`src/rtl/uart_bus_master.sv`:
```
// UART-driven bus master: decodes write (0x57) and read (0x52) command frames from a byte
// stream, runs one peripheral bus cycle, and answers over the UART sender.
module uart_bus_master #(
  parameter logic [19:0] TIMEOUT_CYCLES = 20'd1000000
) (
  input  logic        clk,
  input  logic        reset,
  input  logic [7:0]  rx_data,
  input  logic        rx_status,
  output logic [7:0]  tx_data,
  output logic        tx_en,
  input  logic        tx_status,
  output logic        rd,
  output logic        wr,
  output logic [31:0] addr,
  output logic [31:0] wdata,
  input  logic [31:0] rdata,
  output logic        busy,
  output logic        err
);

  typedef enum logic [2:0] {IDLE, ADDR, DATA, BUS, SEND, SEND_WAIT} state_t;

  state_t      state, state_n;
  logic        rx_prev;
  logic        rx_fire;
  logic        cmd_read;
  logic        last_byte;
  logic        tout;
  logic        err_n;
  logic [1:0]  cnt;
  logic [19:0] tcnt;
  logic [31:0] resp;

  assign rx_fire   = rx_status & ~rx_prev;
  assign tout      = (tcnt == TIMEOUT_CYCLES - 20'd1);
  assign last_byte = cmd_read ? (cnt == 2'd3) : (cnt == 2'd0);
  // The response register shifts left after each byte, so its top byte is always the one on the wire.
  assign tx_data   = resp[31:24];

  always_comb begin
    state_n = state;
    err_n   = 1'b0;
    rd      = 1'b0;
    wr      = 1'b0;
    busy    = (state != IDLE);
    case (state)
      IDLE: begin
        if (rx_fire) begin
          if (rx_data == 8'h57 || rx_data == 8'h52) state_n = ADDR;
          else err_n = 1'b1;
        end
      end
      ADDR: begin
        if (rx_fire) begin
          if (cnt == 2'd3) state_n = cmd_read ? BUS : DATA;
        end else if (tout) begin
          err_n   = 1'b1;
          state_n = IDLE;
        end
      end
      DATA: begin
        if (rx_fire) begin
          if (cnt == 2'd3) state_n = BUS;
        end else if (tout) begin
          err_n   = 1'b1;
          state_n = IDLE;
        end
      end
      BUS: begin
        rd      = cmd_read;
        wr      = ~cmd_read;
        state_n = SEND;
      end
      SEND: begin
        if (tx_en && !tx_status) state_n = SEND_WAIT;
      end
      SEND_WAIT: begin
        if (tx_status) state_n = last_byte ? IDLE : SEND;
      end
      default: state_n = IDLE;
    endcase
  end

  always_ff @(posedge clk) begin
    if (reset) begin
      state    <= IDLE;
      rx_prev  <= 1'b0;
      err      <= 1'b0;
      tx_en    <= 1'b0;
      cmd_read <= 1'b0;
      cnt      <= 2'd0;
      tcnt     <= 20'd0;
      addr     <= 32'd0;
      wdata    <= 32'd0;
      resp     <= 32'd0;
    end else begin
      rx_prev <= rx_status;
      state   <= state_n;
      err     <= err_n;
      case (state)
        IDLE: begin
          if (rx_fire) begin
            cmd_read <= (rx_data == 8'h52);
            cnt      <= 2'd0;
            tcnt     <= 20'd0;
          end
        end
        ADDR: begin
          if (rx_fire) begin
            addr <= {addr[23:0], rx_data};
            cnt  <= cnt + 2'd1;
            tcnt <= 20'd0;
          end else begin
            tcnt <= tcnt + 20'd1;
          end
        end
        DATA: begin
          if (rx_fire) begin
            wdata <= {wdata[23:0], rx_data};
            cnt   <= cnt + 2'd1;
            tcnt  <= 20'd0;
          end else begin
            tcnt <= tcnt + 20'd1;
          end
        end
        BUS: begin
          resp <= cmd_read ? rdata : {8'h4B, 24'h0};
          cnt  <= 2'd0;
        end
        SEND: begin
          // Raise the request only once the sender is idle; drop it once it reports busy.
          if (!tx_en && tx_status) tx_en <= 1'b1;
          else if (tx_en && !tx_status) tx_en <= 1'b0;
        end
        SEND_WAIT: begin
          if (tx_status && !last_byte) begin
            resp <= {resp[23:0], 8'h00};
            cnt  <= cnt + 2'd1;
          end
        end
        default: ;
      endcase
    end
  end

endmodule
```
`config.mk`:
```
export PLATFORM = sky130hd
export DESIGN_NAME = uart_bus_master
export DESIGN_NICKNAME = d
export VERILOG_FILES = /design/src/rtl/uart_bus_master.sv
export SDC_FILE = /design/constraint.sdc
export NUM_CORES = 1
export LEC_CHECK = 0
export BUFFER_PORTS_ARGS = -buffer_cell sky130_fd_sc_hd__buf_4
export CAP_MARGIN = 15
export CORE_MARGIN = 2
export CORE_UTILIZATION = 35
export DETAILED_ROUTE_END_ITERATION = 10
export REMOVE_ABC_BUFFERS = 1
export SLEW_MARGIN = 20
export SYNTH_ARGS = -nofsm -noshare
export SYNTH_HDL_FRONTEND = slang
export SYNTH_SLANG_ARGS = --single-unit
```
`constraint.sdc`:
```
create_clock -name clk -period 1.98 [get_ports clk]
set_clock_uncertainty 0.2 [all_clocks]
set_input_delay 0.297 -clock clk [delete_from_list [all_inputs] [get_ports clk]]
set_output_delay 0.297 -clock clk [all_outputs]
set_load 0.1 [all_outputs]
```
==> reports/metrics.csv <==
stage,metric,value,unit
placed_design,I/O Buffers,120,
cts,CTS tree,built,
min_path,Hold Crit Class,in -> reg,
worst_setup_path,Worst R2R Setup Slack,0.08,ns
layout,final net count,890,
cts,Root Buffer,clkbuf_16,
cts,CTS buffer count,17,
floorplan,num ports,121,
layout,Multi-input gate area,2630,um^2
global_routing,GRT overflow,0,
layout,antenna cell count,0,
logic_synthesis,ys async rst share,0,%
logic_synthesis,Post-synth EDFFs,0,
layout,register area,2520,um^2
power_and_ir_drop,power per cell area,740,nW/um^2
worst_setup_path,worst r2r path cells,7,
logic_synthesis,ys flop type,dfxtp_1,
sta,fin crit period,1.93,ns
flow_run,max_cap viols,0,
drt,routed len/inst,15.1,um
logic_synthesis,#FFs+latches synth,125,
drt,Initial DRC Count,259,
placed_design,placed cell area,6590,um^2
min_path,Worst Hold Launch,rdata[15],
status,status,"complete, no violations",
worst_setup_path,Worst Path Arrival,1.44,ns
sta,final count of negative-setup-slack endpoints,0,
drt,Routed Wire Length,15.8,mm
logic_synthesis,Avg Inst Size Synth,7.95,um^2
sta,Peak Freq,517,MHz
global_routing,first-pass GRT wire length,24.8,mm
sta,final worst slack,0.0470,ns
drt,Via Count,5310,
layout,FILL cells,1375,
sta,Final Slew Violations,0,
worst_setup_path,Worst Path Required,1.48,ns
placed_design,pre-CTS setup slack,-0.0735,ns
floorplan,Initial Utilization,35.6,%
sta,Fin. Hold Viols,0,
logic_synthesis,Mapped Area,5390,um^2
power_and_ir_drop,static leakage,2.96,nW
min_path,Worst Hold End,resp[15],
layout,Synth-to-Final Area Change,45.1,%
drt,Metal-1 WL,7.05,mm
cts,Worst-Skew Late Latency,0.42,ns
floorplan,Die Y-Extent,128,um
cts,clock slew at reported path FFs,0.06,ns
power_and_ir_drop,Peak VDD IR,0.577,mV
floorplan,Die X,128,um
drt,Via density,5.10,
sta,worst slew pin tran,0.442,ns
floorplan,core box area,15100,um^2
logic_synthesis,Cells after Synth,678,
drt,DR top layer,met4,
placed_design,DPL Wire Length,9.79,mm
drt,DRC viols,0,
logic_synthesis,Yosys cell types,54,
worst_setup_path,CP endpoint kind,primary output,
drt,drt pass-1 iters,5,
global_routing,vias in the first global route,5070,
layout,Final Util,51.6,%
global_routing,antenna violations before repair,0,
drt,DR WL met3,618,um
cts,Clock Tree Buf Depth,2,
cts,clock sinks,125,
global_routing,Tot GR Track Use,18.7,%
cts,H-Tree Level Count,4,
floorplan,Cell Rows,45,
floorplan,Die Area,16400,um^2
sta,final worst-path cycle share,97.6,%
sta,Rel. slew slack,70.4,%
global_routing,largest net degree at the start of global routing,103,
placed_design,GPL Wtd Cong,0.754,
worst_setup_path,Reg-to-Reg End,resp[25],
min_path,hold path depth,3,
layout,design area,7820,um^2
logic_synthesis,yosys warns,0,
drt,met2 routed WL,7.77,mm
worst_setup_path,critical path launch point type,register,
logic_synthesis,sequential element share of the synthesized area,46.4,%
layout,share of cells above drive strength 1,28.0,%
worst_setup_path,Critical R2R Launch,state[0],
drt,Antenna Nets Post-Route,0,
worst_setup_path,CP Max Fanout,3,
worst_setup_path,critical path class,reg -> out,
[logic make-up (layout without fill, tap and decap cells)]
kind of cell,after synthesis,count (layout),share of synthesized area (%)
flops,125,125,46.4
simple gates,314,314,25.9
mux,5,5,0.975
buf+inv,71,247,6.43
compound gates,146,146,17.2
fa+ha+maj,5,5,1.16
xor+xnor,12,12,1.95
[flip-flops by register name, summed over array words and instances, names as in the netlist]
register	count
wdata	32
tx_en	1
resp	32
rx_prev	1
err	1
tcnt	20
addr	32
state	3
cnt	2
cmd_read	1
[synth_stat cells, drive strengths merged (2+ instances only)]
library cell	number	area, um^2
dfxtp	125	2500
nor4b	2	17.5
nor3	7	40.0
nand3	34	170
nor3b	2	15.0
inv	7	26.3
and2	5	31.3
nor2b	7	43.8
a311oi	20	175
o211ai	5	37.5
mux2i	3	30.0
nand2b	5	31.3
a211oi	2	15.0
nor4	4	25.0
nand2	176	661
nand4	10	62.6
mux2	2	22.5
nor2	44	165
xor2	7	61.3
o31ai	2	20.0
or3	4	25.0
o32ai	2	43.8
a31oi	5	31.3
o21ai	9	45.0
clkbuf	28	105
a21oi	88	444
a21o	3	22.5
buf	36	215
xnor2	5	43.8
ha	5	62.6
and3	5	31.3
and4	3	26.3
[layer usage]
metal  global-route usage [%]  up-vias
met2                     31.1      133
met5                        0        -
li1                         -     2649
met3                     4.55       23
met4                     7.30        0
met1                     23.5     2505
[cell type report]
| cell class | instances | area share (%) |
|---|---|---|
| tap | 188 | 3.01 |
| timing repair buffer | 208 | 23.5 |
| clock buffer | 18 | 5.62 |
| inverter | 7 | 0.384 |
| multi-input combinational | 482 | 33.6 |
| clock inverter | 14 | 1.74 |
| sequential | 125 | 32.2 |
[how the worst max path moves through the flow]
| stage | from | slack (ns) | to | depth (start not counted) |
|---|---|---|---|---|
| floorplan | cmd_read | -1.47 | rd | 2 |
| global placement | rx_status | 0.002 | tcnt[18] | 6 |
| detailed placement | rx_status | -0.07 | tcnt[18] | 6 |
| CTS | state[1] | 0.004 | rd | 4 |
| global route | state[2] | -0.01 | busy | 4 |
| finish | cmd_read | 0.05 | rd | 4 |
[repair_timing]
action	in CTS	in global routing
pin swaps	1	18
gates resized for setup	17	26
buffers inserted	4	6
setup endpoints to repair	11	51
hold buffers	35	0
endpoints found under the hold margin	44	0
gates cloned	1	3
[critical path, stage by stage, from the launching register on]
cell        delay [ns]
dfxtp_2           0.36
buf_6             0.13
clkinvlp_4        0.10
nor3_4            0.23
buf_12            0.20
[where the power goes]
group          internal (mW)  switching [mW]  total [mW]
Sequential              2.51         0.00217        2.52
Combinational          0.142           0.126       0.269
Clock                   1.78            1.22        3.00
[through the flow]
step | std cells | TNS [ns] | power, mW | hold WS, ns
2_1_floorplan | 614 | -58.06 | 2.62 | 0.166
3_3_place_gp | 961 | 0 | 2.78 | 0.238
3_5_place_dp | 961 | -0.274 | 2.78 | 0.243
4_1_cts | 1033 | 0 | 5.83 | 0.000941
5_1_grt | 1042 | -0.0600 | 5.99 | 0.0103
6_report | 1042 | 0 | 5.78 | 0.00535
[cells in the final DEF, fill, tap and decap left out, drive strengths merged, types with 6 or more instances in the layout]
| cell type | count |
|---|---|
| nand2 | 176 |
| xor2 | 7 |
| a311oi | 20 |
| nand4 | 10 |
| nor3 | 7 |
| inv | 10 |
| clkbuf | 20 |
| nor2b | 7 |
| buf | 171 |
| o21ai | 9 |
| nor2 | 44 |
| dlygate4sd3 | 35 |
| a21oi | 88 |
| nand3 | 34 |
| clkinvlp | 6 |
| dfxtp | 125 |
Power figures use the tool's default switching activity.
